$ cat src/rtl/mem2io_pkg.sv
// Shared types and helpers for the CPU<->SRAM/MMIO bridge.
// Holds the FSM state type, the MMIO window decode and the wait-state counter width.
package mem2io_pkg;

  typedef enum logic [1:0] {
    IDLE = 2'd0,
    MEM  = 2'd1,
    DONE = 2'd2
  } state_t;

  localparam int WS_CNT_W = 4;

  // True when addr falls inside [base, base+n-1]; done in int so base+n may reach 2**16.
  function automatic logic io_hit(input logic [15:0] addr, input logic [15:0] base, input int n);
    int off;
    off = int'({16'h0, addr}) - int'({16'h0, base});
    return (off >= 0) && (off < n);
  endfunction

endpackage

$ cat src/rtl/mem2io_if.sv
// CPU-side request/ready bus of the bridge; master = CPU core, slave = bridge.
// One request is outstanding at a time; ready pulses once per completed access.
interface mem2io_if #(
  parameter int DATA_W = 16,
  parameter int ADDR_W = 20
);
  logic                  req;
  logic                  wr;
  logic [ADDR_W-1:0]     ADDR;
  logic [DATA_W/8-1:0]   BE_N;
  logic [DATA_W-1:0]     Data_from_CPU;
  logic [DATA_W-1:0]     Data_to_CPU;
  logic                  ready;

  modport master (
    output req, wr, ADDR, BE_N, Data_from_CPU,
    input  Data_to_CPU, ready
  );

  modport slave (
    input  req, wr, ADDR, BE_N, Data_from_CPU,
    output Data_to_CPU, ready
  );
endinterface

$ cat src/rtl/mem2io_sync.sv
// Two-flop synchronizer for the board input channels.
// Latency 2 edges; no backpressure (free-running sampler).
module mem2io_sync #(
  parameter int WIDTH = 1
) (
  input  logic             Clk,
  input  logic             Reset,
  input  logic [WIDTH-1:0] d,
  output logic [WIDTH-1:0] q
);
  logic [WIDTH-1:0] meta;

  always_ff @(posedge Clk) begin
    if (Reset) begin
      meta <= '0;
      q    <= '0;
    end else begin
      meta <= d;
      q    <= meta;
    end
  end
endmodule

$ cat src/rtl/mem2io_ctrl.sv
// CPU<->SRAM/MMIO bridge; MMIO window at IO_BASE decodes NUM_IN inputs / NUM_OUT output regs.
// Latency: SRAM ready at WAIT_STATES+2 edges after accept, MMIO at 1; req ignored outside IDLE.
// Optional MEM2IO_SYNC_EN: Switches pass a 2-flop synchronizer before being read.
module mem2io_ctrl
  import mem2io_pkg::*;
#(
  parameter int          DATA_W      = 16,
  parameter int          ADDR_W      = 20,
  parameter logic [15:0] IO_BASE     = 16'hFFFF,
  parameter int          NUM_IN      = 1,
  parameter int          NUM_OUT     = 1,
  parameter int          WAIT_STATES = 1
) (
  input  logic                      Clk,
  input  logic                      Reset,
  mem2io_if.slave                   bus,
  input  logic [NUM_IN*DATA_W-1:0]  Switches,
  output logic [NUM_OUT*DATA_W-1:0] HEX,
  input  logic [DATA_W-1:0]         Data_from_SRAM,
  output logic [DATA_W-1:0]         Data_to_SRAM,
  output logic [ADDR_W-1:0]         SRAM_ADDR,
  output logic                      SRAM_CE_N,
  output logic                      SRAM_OE_N,
  output logic                      SRAM_WE_N,
  output logic [DATA_W/8-1:0]       SRAM_BE_N
);
  localparam int NB       = DATA_W / 8;
  localparam int NUM_REGS = (NUM_IN > NUM_OUT) ? NUM_IN : NUM_OUT;

  if (DATA_W % 8 != 0) begin : g_err_dw
    $error("DATA_W must be a multiple of 8");
  end
  if (WAIT_STATES < 0 || WAIT_STATES > 15) begin : g_err_ws
    $error("WAIT_STATES must be in 0..15");
  end
  if (int'({16'h0, IO_BASE}) + NUM_REGS > 65536) begin : g_err_io
    $error("MMIO window exceeds the 16-bit address space");
  end

  state_t                state_q, state_d;
  logic [WS_CNT_W-1:0]   ws_cnt_q;
  logic [NUM_IN*DATA_W-1:0] sw_s;
  logic                  hit;
  logic                  accept;
  logic [15:0]           idx;

`ifdef MEM2IO_SYNC_EN
  mem2io_sync #(.WIDTH(NUM_IN*DATA_W)) u_sync (
    .Clk   (Clk),
    .Reset (Reset),
    .d     (Switches),
    .q     (sw_s)
  );
`else
  assign sw_s = Switches;
`endif

  assign hit    = io_hit(bus.ADDR[15:0], IO_BASE, NUM_REGS);
  assign accept = (state_q == IDLE) && bus.req;
  assign idx    = bus.ADDR[15:0] - IO_BASE;

  always_ff @(posedge Clk) begin
    if (Reset) state_q <= IDLE;
    else       state_q <= state_d;
  end

  always_comb begin
    state_d = state_q;
    case (state_q)
      IDLE:    if (bus.req) state_d = hit ? DONE : MEM;
      MEM:     if (ws_cnt_q == '0) state_d = DONE;
      DONE:    state_d = IDLE;
      default: state_d = IDLE;
    endcase
  end

  assign bus.ready = (state_q == DONE);

  always_ff @(posedge Clk) begin
    if (Reset) begin
      ws_cnt_q        <= '0;
      SRAM_ADDR       <= '0;
      Data_to_SRAM    <= '0;
      SRAM_BE_N       <= '1;
      SRAM_CE_N       <= 1'b1;
      SRAM_OE_N       <= 1'b1;
      SRAM_WE_N       <= 1'b1;
      bus.Data_to_CPU <= '0;
      HEX             <= '0;
    end else begin
      if (accept && !hit) begin
        SRAM_ADDR    <= bus.ADDR;
        Data_to_SRAM <= bus.Data_from_CPU;
        SRAM_BE_N    <= bus.BE_N;
        SRAM_CE_N    <= 1'b0;
        SRAM_OE_N    <= bus.wr;
        SRAM_WE_N    <= ~bus.wr;
        ws_cnt_q     <= WS_CNT_W'(WAIT_STATES);
      end
      if (accept && hit) begin
        if (bus.wr) begin
          for (int i = 0; i < NUM_OUT; i++)
            for (int b = 0; b < NB; b++)
              if (idx == 16'(i) && !bus.BE_N[b])
                HEX[i*DATA_W + b*8 +: 8] <= bus.Data_from_CPU[b*8 +: 8];
        end else begin
          // Indices past NUM_IN inside the window read as zero.
          bus.Data_to_CPU <= '0;
          for (int i = 0; i < NUM_IN; i++)
            if (idx == 16'(i)) bus.Data_to_CPU <= sw_s[i*DATA_W +: DATA_W];
        end
      end
      if (state_q == MEM) begin
        if (ws_cnt_q == '0) begin
          if (!SRAM_OE_N) bus.Data_to_CPU <= Data_from_SRAM;
          SRAM_CE_N <= 1'b1;
          SRAM_OE_N <= 1'b1;
          SRAM_WE_N <= 1'b1;
          SRAM_BE_N <= '1;
        end else begin
          ws_cnt_q <= ws_cnt_q - 1'b1;
        end
      end
    end
  end
endmodule

$ cat src/flat_wrapper.sv
// flat-port wrapper written by rule: the top's interface ports become plain ports
module mem2io_ctrl_flat import mem2io_pkg::*;
#(
  parameter int          DATA_W      = 16,
  parameter int          ADDR_W      = 20,
  parameter logic [15:0] IO_BASE     = 16'hFFFF,
  parameter int          NUM_IN      = 1,
  parameter int          NUM_OUT     = 1,
  parameter int          WAIT_STATES = 1
)
  (Clk, Reset, Switches, HEX, Data_from_SRAM, Data_to_SRAM, SRAM_ADDR, SRAM_CE_N, SRAM_OE_N, SRAM_WE_N, SRAM_BE_N, bus_req, bus_wr, bus_ADDR, bus_BE_N, bus_Data_from_CPU, bus_Data_to_CPU, bus_ready);
  mem2io_if #(.DATA_W(DATA_W), .ADDR_W(ADDR_W)) bus_i ();
  input  logic Clk;
  input  logic Reset;
  input  logic [NUM_IN*DATA_W-1:0] Switches;
  output logic [NUM_OUT*DATA_W-1:0] HEX;
  input  logic [DATA_W-1:0] Data_from_SRAM;
  output logic [DATA_W-1:0] Data_to_SRAM;
  output logic [ADDR_W-1:0] SRAM_ADDR;
  output logic SRAM_CE_N;
  output logic SRAM_OE_N;
  output logic SRAM_WE_N;
  output logic [DATA_W/8-1:0] SRAM_BE_N;
  input wire logic [$bits(bus_i.req)-1:0] bus_req;
  input wire logic [$bits(bus_i.wr)-1:0] bus_wr;
  input wire logic [$bits(bus_i.ADDR)-1:0] bus_ADDR;
  input wire logic [$bits(bus_i.BE_N)-1:0] bus_BE_N;
  input wire logic [$bits(bus_i.Data_from_CPU)-1:0] bus_Data_from_CPU;
  output wire logic [$bits(bus_i.Data_to_CPU)-1:0] bus_Data_to_CPU;
  output wire logic [$bits(bus_i.ready)-1:0] bus_ready;
  assign bus_i.req = bus_req;
  assign bus_i.wr = bus_wr;
  assign bus_i.ADDR = bus_ADDR;
  assign bus_i.BE_N = bus_BE_N;
  assign bus_i.Data_from_CPU = bus_Data_from_CPU;
  assign bus_Data_to_CPU = bus_i.Data_to_CPU;
  assign bus_ready = bus_i.ready;
  mem2io_ctrl #(.DATA_W(DATA_W), .ADDR_W(ADDR_W), .IO_BASE(IO_BASE), .NUM_IN(NUM_IN), .NUM_OUT(NUM_OUT), .WAIT_STATES(WAIT_STATES)) u_core (.Clk(Clk), .Reset(Reset), .bus(bus_i), .Switches(Switches), .HEX(HEX), .Data_from_SRAM(Data_from_SRAM), .Data_to_SRAM(Data_to_SRAM), .SRAM_ADDR(SRAM_ADDR), .SRAM_CE_N(SRAM_CE_N), .SRAM_OE_N(SRAM_OE_N), .SRAM_WE_N(SRAM_WE_N), .SRAM_BE_N(SRAM_BE_N));
endmodule
$ cat config.mk
export PLATFORM = sky130hd
export DESIGN_NAME = mem2io_ctrl_flat
export DESIGN_NICKNAME = d
export VERILOG_FILES = /design/src/rtl/mem2io_pkg.sv /design/src/rtl/mem2io_if.sv /design/src/rtl/mem2io_sync.sv /design/src/rtl/mem2io_ctrl.sv /design/src/flat_wrapper.sv
export SDC_FILE = /design/constraint.sdc
export NUM_CORES = 1
export LEC_CHECK = 0
export ABC_AREA = 1
export CORE_ASPECT_RATIO = 1.75
export CORE_MARGIN = 4
export CORE_UTILIZATION = 35
export CTS_BUF_LIST = sky130_fd_sc_hd__clkbuf_8
export CTS_CLUSTER_DIAMETER = 120
export DETAILED_ROUTE_END_ITERATION = 6
export GPL_TIMING_DRIVEN = 0
export PLACE_DENSITY_LB_ADDON = 0.15
export RECOVER_POWER = 25
export SLEW_MARGIN = 20
export SYNTH_ARGS = -nofsm -noshare
export SYNTH_HDL_FRONTEND = slang
export SYNTH_HIERARCHICAL = 1
export SYNTH_SLANG_ARGS = --single-unit
$ cat constraint.sdc
create_clock -name Clk -period 5.6 [get_ports Clk]
set_input_delay 1.12 -clock Clk [delete_from_list [all_inputs] [get_ports Clk]]
set_output_delay 1.12 -clock Clk [all_outputs]
set_load 0.05 [all_outputs]
==> results.py <==
metrics = {
    "setup_path": {
        "crit_path_end_kind": "register",
        "cp-start-kind": "input pin",
        "worst_ep_arrival_time_ps": 4540,
        "path_buf_inv": 5,
        "crit_path_top_delay_cell": "sky130_fd_sc_hd__clkdlybuf4s50_1",
        "critPathMaxStageDelay_ps": 600,
        "path_cells": "clkdlybuf4s50_1 > ha_1 > nand2_1 > nor2_4 > nand4_1 > inv_1 > nand4_1 > nor3_1 > ha_1 > nand3_1 > nor2_1 > inv_1 > clkbuf_1 > nand2_1 > nand2_1 > inv_1 > a21oi_2",
        "critical-path-top-delay-family": "simple AND/OR/NAND/NOR gates",
        "data_required_time_at_the_worst_endpoint_ps": 5840,
        "timing.setup.critical_path_class": "input pin to register",
        "timing.critical_path.fanout_max": 10,
    },
    "global_route": {
        "grt_remaining_overflow": 0,
        "grt_start_max_net_pins": 15,
        "number_of_antenna_violations_at_the_first_check_in_global_routing": 0,
        "global_route_wire_length_before_repair_um": 21800,
        "vias_in_the_first_global_route": 4412,
        "track_usage_pct": 19.7,
    },
    "clock_network": {
        "hold_buffers": 0,
        "post_cts_setup_buffer_count": 0,
        "clock_path_buffers": 2,
        "tritoncts": "yes",
        "cts_root_cell": "sky130_fd_sc_hd__clkbuf_8",
        "cts_made_buffers": 9,
        "cts.sinks": 79,
        "clk_latency_ps": 350,
        "cts.reportedPaths.clkPinSlew_ps": 90,
        "post_cts_resized": 0,
        "h-tree-depth": 3,
    },
    "sta": {
        "hold_viol_final": 0,
        "final.period_utilization_pct": 76.8,
        "timing.fmax_ghz": 0.232,
        "timing.slew.headroom_pct": 43.8,
        "final.setup.tns_ps": 0,
        "setup_slack_ps": 1300,
        "timing_worst_slew_pin_value_ps": 840,
        "maxSlewViolCount": 0,
        "worst_hold_margin_ps": 455,
        "setup_viol": 0,
        "skew_ps": 6.81,
        "unrepaired_setup_endpoints_after_global_routing": "false",
        "layout_min_cycle_time_ps": 4300,
    },
    "layout": {
        "antennaDiodeCount": 0,
        "instances_no_fill": 889,
        "final_net_count": 827,
        "area_growth_syn_to_layout_pct": 44.6,
        "finish.utilization_pct": 51.8,
        "final_layout_size_suffix_gt1_share_pct": 8.89,
    },
    "synth": {
        "postSynth.asyncResetShare_pct": 0,
        "syn_inst": 592,
        "synth_enable_flop_cells": 0,
        "synth_warnings": 6,
        "synth_area_um2": 4150,
        "synth.largest_area_cell": "sky130_fd_sc_hd__dfxtp_1",
        "synthFlopType": "sky130_fd_sc_hd__dfxtp_1",
        "synth_seq_cells": 79,
        "synth_most_common_cell": "sky130_fd_sc_hd__nand2_1",
        "seq_area_frac_synth_pct": 38.1,
        "netlist_top_cells_count": "136 x sky130_fd_sc_hd__nand2_1, 98 x sky130_fd_sc_hd__inv_1, 79 x sky130_fd_sc_hd__dfxtp_1",
        "fraction_of_synthesized_cell_area_taken_by_the_top_area_cell_type_pct": 38.1,
        "post_synth_num_cell_types": 35,
        "syn_nets": 670,
        "yosys-top-cells-area": "sky130_fd_sc_hd__dfxtp_1 38%, sky130_fd_sc_hd__nand2_1 12%, sky130_fd_sc_hd__inv_1 8.9%, sky130_fd_sc_hd__o21ai_0 6.9%, sky130_fd_sc_hd__a21oi_1 4.9%",
        "synthesis.area_per_instance_um2": 7.01,
    },
    "routing": {
        "m1WireLength_um": 5190,
        "top_layer_used": "met4",
        "wl_met2_um": 7430,
        "drc": 0,
        "routed_wirelength_um": 13400,
        "drtPass1Iterations": 4,
        "dr_total_vias": 4278,
        "wire_per_inst_um": 15.1,
        "vias_per_cell": 4.81,
        "postRouteAntennaNets": 0,
        "first_iter_violations": 166,
        "route.met3.wl_um": 678,
    },
    "outcome": {
        "run_status": "finished clean",
    },
    "placement": {
        "gp_routability_congestion": 0.934,
        "detailedPlace.worstSlack_ps": 923,
        "post-dp-hpwl_um": 10600,
        "port_buffers": 146,
        "place.detailed.instances": 873,
    },
    "floorplanning": {
        "floorplan.die_area_um2": 13700,
        "die_h_um": 152,
        "floorplan.initialDensity_pct": 35.8,
        "placementRows": 52,
        "design.portCount": 148,
        "die_w_um": 90.3,
        "core_region_area_um2": 11600,
    },
    "pwr": {
        "p_leak_nw": 2.77,
        "power.density_cell_area_nw_per_um2": 242,
        "irDropWorstVdd_v": 0.000159,
    },
    "run": {
        "drv_cap": 0,
    },
    "worst_hold_path": {
        "worstHoldPathType": "register to register",
    },
}
worst register-to-register path, delay by kind of cell, from the launching register on:
family	cells	cell delay, ps
simple gates	5	990
flops	1	340
buf+inv	3	670
compound gates	1	50
metrics by stage:
step	total power, mW	cell area (µm²)
5_1_grt	1.52	6000
6_report	1.45	6000
2_1_floorplan	0.840	4150
3_5_place_dp	0.996	5780
4_1_cts	1.48	6000
3_3_place_gp	0.994	5780
registers in the layout, indices dropped and copies added, names as in the netlist:
name and count:
u_core/SRAM_CE_N 1, u_core/SRAM_WE_N 1, u_core/SRAM_ADDR 20, u_core/SRAM_OE_N 1
u_core/state_q 2, u_core/bus.Data_to_CPU 16, u_core/ws_cnt_q 4, u_core/HEX 16
u_core/SRAM_BE_N 2, u_core/Data_to_SRAM 16
per-layer routing:
layer	global-route usage, %	vias up
met1	20.2	1960
met2	38.5	117
met5	0	-
met3	4.50	6
li1	-	2195
met4	6.21	0
path summary, 6_finish.rpt:
kind	start	end	slack, ps	cells after the start
max reg2reg	u_core/state_q[0]$_SDFFE_PP0P_	u_core/bus.Data_to_CPU[6]$_SDFF_PP0_	3440	9
min	u_core/SRAM_CE_N$_SDFF_PP1_	u_core/SRAM_CE_N$_SDFF_PP1_	450	2
min reg2reg	u_core/SRAM_CE_N$_SDFF_PP1_	u_core/SRAM_CE_N$_SDFF_PP1_	450	2
max	bus_ADDR[1]	u_core/bus.Data_to_CPU[6]$_SDFF_PP0_	1300	17
kinds of logic after synthesis:
logic type	share of synthesized area [%]
buf+inv	12.4
simple gates	33.1
fa+ha+maj	1.21
flops	38.1
xor+xnor	0.422
compound gates	14.7
final cells by class:
type | count | area [µm²]
clock inverters | 7 | 96.3
repair buffers | 146 | 1460
flip-flops and latches | 79 | 1580
inverters | 102 | 383
clock buffers | 9 | 124
fillers | 1180 | 5580
plain buffers | 25 | 133
well taps | 135 | 169
multi-input cells | 386 | 2050
cell usage in the layout, fill, tap and decap left out, types with 2 or more instances in the layout:
| cell type | n |
|---|---|
| sky130_fd_sc_hd__nand2_1 | 136 |
| sky130_fd_sc_hd__clkdlybuf4s50_1 | 108 |
| sky130_fd_sc_hd__inv_1 | 99 |
| sky130_fd_sc_hd__dfxtp_1 | 79 |
| sky130_fd_sc_hd__o21ai_0 | 57 |
| sky130_fd_sc_hd__nor2_1 | 45 |
| sky130_fd_sc_hd__a21oi_1 | 41 |
| sky130_fd_sc_hd__dlygate4sd3_1 | 38 |
| sky130_fd_sc_hd__nand4_1 | 26 |
| sky130_fd_sc_hd__clkbuf_1 | 19 |
| sky130_fd_sc_hd__nand3_1 | 18 |
| sky130_fd_sc_hd__nand3b_2 | 10 |
| sky130_fd_sc_hd__a21oi_2 | 10 |
| sky130_fd_sc_hd__clkbuf_8 | 9 |
| sky130_fd_sc_hd__nand3b_1 | 7 |
| sky130_fd_sc_hd__nor2_4 | 5 |
| sky130_fd_sc_hd__nand3_2 | 5 |
| sky130_fd_sc_hd__ha_1 | 4 |
| sky130_fd_sc_hd__inv_2 | 3 |
| sky130_fd_sc_hd__buf_4 | 3 |
| sky130_fd_sc_hd__nand2_2 | 3 |
| sky130_fd_sc_hd__nor2_8 | 3 |
| sky130_fd_sc_hd__nor2_2 | 3 |
| sky130_fd_sc_hd__bufinv_16 | 2 |
| sky130_fd_sc_hd__clkinvlp_4 | 2 |
| sky130_fd_sc_hd__nor3_1 | 2 |
| sky130_fd_sc_hd__nand3_4 | 2 |
where the power goes:
group | switching [mW] | leakage [nW] | total, mW | internal, mW
Combinational | 0.233 | 2.01 | 0.362 | 0.129
Sequential | 0.0176 | 0.647 | 0.614 | 0.597
Clock | 0.222 | 0.107 | 0.474 | 0.252
Note: power is estimated with default switching activity, not from simulation.
